[src/rtl/mux_share_arbiter_pkg.sv]
// mux_share_arbiter_pkg: grant state encoding and mux select constants
package mux_share_arbiter_pkg;
  typedef enum logic [1:0] {
    ST_IDLE    = 2'd0,
    ST_GRANT_A = 2'd1,
    ST_GRANT_B = 2'd2
  } state_t;
  localparam logic SEL_A = 1'b0;
  localparam logic SEL_B = 1'b1;
endpackage

[src/rtl/mux_share_arbiter_rr_grant_fsm.sv]
// rr_grant_fsm: round-robin grant state, burst counter and last-grant tracking
module rr_grant_fsm
  import mux_share_arbiter_pkg::*;
#(
  parameter int MAX_BURST = 4,
  parameter int CNT_W     = 3
) (
  input  logic clk,
  input  logic reset,
  input  logic a_valid,
  input  logic b_valid,
  input  logic accept,
  output logic sel,
  output logic busy
);
  state_t state, state_n, other;
  logic [CNT_W-1:0] cnt, cnt_n;
  logic last, last_n, hold_valid, other_valid;
  assign sel  = (state == ST_GRANT_B);
  assign busy = (state != ST_IDLE);
  always_comb begin
    hold_valid  = sel ? b_valid : a_valid;
    other_valid = sel ? a_valid : b_valid;
    other       = sel ? ST_GRANT_A : ST_GRANT_B;
    state_n     = state;
    cnt_n       = cnt;
    last_n      = last;
    if (state == ST_IDLE) begin
      if (a_valid || b_valid) begin
        // a lone requester wins outright; a tie goes to the source not served last
        last_n  = (a_valid && b_valid) ? ~last : (b_valid ? SEL_B : SEL_A);
        state_n = last_n ? ST_GRANT_B : ST_GRANT_A;
        cnt_n   = '0;
      end
    end else if (accept) begin
      if (cnt == CNT_W'(MAX_BURST - 1)) begin
        cnt_n = '0;
        if (other_valid) begin
          state_n = other;
          last_n  = ~sel;
        end
      end else begin
        cnt_n = cnt + 1'b1;
      end
    end else if (!hold_valid) begin
      state_n = other_valid ? other : ST_IDLE;
      last_n  = other_valid ? ~sel : last;
      cnt_n   = '0;
    end
  end
  always_ff @(posedge clk) begin
    if (reset) begin
      state <= ST_IDLE;
      cnt   <= '0;
      last  <= SEL_B;
    end else begin
      state <= state_n;
      cnt   <= cnt_n;
      last  <= last_n;
    end
  end
endmodule

[src/rtl/mux_share_arbiter.sv]
// mux_share_arbiter: two-source round-robin share of one registered output channel
module mux_share_arbiter
  import mux_share_arbiter_pkg::*;
#(
  parameter int DATA_W    = 2,
  parameter int MAX_BURST = 4,
  parameter int CNT_W     = 3
) (
  input  logic              clk,
  input  logic              reset,
  input  logic              a_valid,
  input  logic [DATA_W-1:0] a_data,
  output logic              a_ready,
  input  logic              b_valid,
  input  logic [DATA_W-1:0] b_data,
  output logic              b_ready,
  output logic              out_valid,
  output logic [DATA_W-1:0] out_data,
  input  logic              out_ready,
  output logic              sel,
  output logic              busy
);
  logic space, accept;
  assign space   = !out_valid || out_ready;
  assign a_ready = !reset && busy && (sel == SEL_A) && space;
  assign b_ready = !reset && busy && (sel == SEL_B) && space;
  assign accept  = (a_ready && a_valid) || (b_ready && b_valid);
  rr_grant_fsm #(.MAX_BURST(MAX_BURST), .CNT_W(CNT_W)) u_fsm (
    .clk(clk), .reset(reset), .a_valid(a_valid), .b_valid(b_valid),
    .accept(accept), .sel(sel), .busy(busy)
  );
  always_ff @(posedge clk) begin
    if (reset) begin
      out_valid <= 1'b0;
      out_data  <= '0;
    end else if (accept) begin
      out_valid <= 1'b1;
      out_data  <= (sel == SEL_B) ? b_data : a_data;
    end else if (out_ready) begin
      out_valid <= 1'b0;
    end
  end
endmodule
[config.mk]
export PLATFORM = sky130hd
export DESIGN_NAME = mux_share_arbiter
export DESIGN_NICKNAME = d
export VERILOG_FILES = /design/src/rtl/mux_share_arbiter_pkg.sv /design/src/rtl/mux_share_arbiter_rr_grant_fsm.sv /design/src/rtl/mux_share_arbiter.sv
export SDC_FILE = /design/constraint.sdc
export NUM_CORES = 1
export LEC_CHECK = 0
export CORE_AREA = 5 5 42 44
export CTS_BUF_LIST = sky130_fd_sc_hd__clkbuf_8
export DETAILED_ROUTE_END_ITERATION = 10
export DIE_AREA = 0 0 47 49
export HOLD_SLACK_MARGIN = 0.05
export PLACE_DENSITY = 0.83
export SLEW_MARGIN = 10
export SYNTH_ARGS = -nofsm -noshare
export SYNTH_HDL_FRONTEND = slang
export SYNTH_SLANG_ARGS = --single-unit
[constraint.sdc]
create_clock -name clk -period 3.5 [get_ports clk]
set_clock_uncertainty 0.1 [all_clocks]
set_input_delay 1.05 -clock clk [delete_from_list [all_inputs] [get_ports clk]]
set_output_delay 1.05 -clock clk [all_outputs]
set_load 0.05 [all_outputs]
==> out/results.tsv <==
metric	value	unit
place_inst	95	
portBuffers	15	
crit_slowest_cell	clkdlybuf4s50_1	
core_area	0.00140	mm^2
fin_ws	0.289	ns
grt_max_degree	12	
via_count	527	
yosys_warnings	0	
synth_area_leaders	dfxtp_1 31%, nand2b_1 5.3%, mux2i_1 5.1%, buf_6 3.8%, nor2_1 3.8%	
ir_drop	399	uV
setup_tns	0	ns
fillers	122	
htree_levels	1	
cp_max_fo	7	
timing.final.crit_share	0.917	
status	complete, no violations	
fmax	311	MHz
hpwlAfterDp	976	um
crit_type	in -> out	
maxSlewHeadroom	0.667	
gp_congestion	0.834	
start_kind	primary input	
cts_setup_buffers	0	
path_cells	clkdlybuf4s50_1 -> nor3b_2 -> buf_12	
ctsRootBufferMaster	clkbuf_8	
maxCapViolCount	0	
synth-seq-cells	9	
row_count	14	
grt-ovfl-total	0	
tightest_slew	0.498	ns
async_reset_ff_frac	0	
finalHoldViolCount	0	
instances_no_fill	99	
cts.sinks	9	
first_global_vias	491	
area_growth	39.1	%
num_antenna_cells	0	
cts_hold_buf	0	
synthCells	66	
grtUsageTotal	0.132	
finalWirelength	1.31	mm
drc	0	
ys_types	34	
die_w	47	um
pre_cts_slack	0.285	ns
postSynthAreaPerCell	8.91	um^2
fin_nets	94	
cts_buffers	3	
clockBufferDepth	2	
finalSetupViolCount	0	
synth_edf_count	0	
io-pin-count	16	
fp.dieH	49	um
drive_above_1_share	0.205	
leakage	0.313	nW
dieArea	0.00230	mm^2
cts_resized	0	
grt_pass1_wl	2.14	mm
start_util	0.420	
antenna_found_initial	0	
drt_iter0_markers	7	
cp.arrival	2.06	ns
synthFlopType	dfxtp_1	
slew_violations	0	
dr.pass1.iters	4	
min_period	3.21	ns
cp.required	2.35	ns
cts_tree	done	
yosysTopAreaCell	dfxtp_1	
path_clk_slew	0.05	ns
drt.antenna.violating_nets	0	
finish.utilization	0.584	
crit_path_end_kind	primary output	
hp-class	reg -> reg	
rsz0062_at_grt	false	
powerDensity	402	mW/mm^2
wl_per_cell	13.2	um
yosysSeqAreaShare	0.306	
synthesis.nets	76	
yosysTopAreaCellShare	0.306	
viasPerCell	5.32	
cp_slowest_stage_delay	0.53	ns
synth_area	588	um^2
worstSkewPairLatency	0.23	ns
-- cell usage after synthesis, types with 2 or more instances --
cell type and instances:
nor2b_1 3, a211oi_1 2, or3_1 2, buf_6 2, nor2_1 6, mux2i_1 3, dfxtp_1 9, a31oi_1 2
clkbuf_1 2, inv_1 4, nand2_1 2, nand2b_1 5, a2111oi_0 2, nor3_1 2
-- cells in the final DEF (no fill, tap or decap), drive strengths merged, types with 2 or more instances in the layout --
cell type,instances
mux2i,3
clkdlybuf4s50,13
inv,5
a211oi,3
nor3,2
nor2,6
o21ai,2
a2111oi,2
nor2b,3
nand2,2
a31oi,2
clkbuf,3
buf,4
a21oi,2
dfxtp,9
or3,2
nand2b,5
-- power by group --
group	internal [mW]	total, mW	switching (mW)
clock	0.0763	0.117	0.0404
sequential	0.110	0.119	0.00896
combinational	0.0442	0.0939	0.0497
-- registers in the layout, indices dropped and copies added (netlist names) --
signal	cells
out_data	2
u_fsm.state	2
u_fsm.cnt	3
out_valid	1
u_fsm.last	1
-- metal layers --
metal / global-route usage / vias up / part of all wire
li1: - / 274 / -
met4: 0.0553 / 0 / 0.012
met2: 0.170 / 16 / 0.46
met1: 0.171 / 235 / 0.45
met3: 0.0849 / 2 / 0.076
met5: 0 / - / 0
-- metrics by stage --
stage,area (um^2),hold WS (ns),power (mW)
global placement,773,0.345,0.212
global route,818,0.373,0.350
finish,818,0.355,0.329
floorplan,598,0.334,0.184
CTS,818,0.355,0.335
detailed placement,773,0.346,0.214
-- critical path, delay by kind of cell --
| family | cells | cell delay [ns] |
|---|---|---|
| buffers and inverters | 2 | 0.70 |
| AND/OR/NAND/NOR | 1 | 0.30 |
-- final cells by class --
type / count / area, um^2 / area share
Multi-Input combinational cell: 49 / 373 / 0.456
Timing Repair Buffer: 17 / 185 / 0.226
Sequential cell: 9 / 180 / 0.220
Clock buffer: 3 / 41.3 / 0.0505
Tap cell: 16 / 20.0 / 0.0245
Inverter: 4 / 15.0 / 0.0183
Clock inverter: 1 / 3.75 / 0.00459
-- path summary, 6_finish.rpt --
check / start / cells past startpoint / end / slack, ns
max: reset / 3 / b_ready / 0.29
min: u_fsm.cnt[2] / 2 / u_fsm.cnt[2] / 0.36
max reg2reg: out_valid / 5 / u_fsm.state[0] / 1.82
min reg2reg: u_fsm.cnt[2] / 2 / u_fsm.cnt[2] / 0.36
-- cells by family (layout without fill, tap and decap cells) --
group           count (synthesis)  count (layout)  share of synthesized area
compound gates                 18              18                      0.260
fa+ha+maj                       1               1                     0.0213
buf+inv                         8              25                     0.0766
flops                           9               9                      0.306
mux                             3               3                     0.0511
simple gates                   27              27                      0.285
Power figures use the tool's default switching activity.
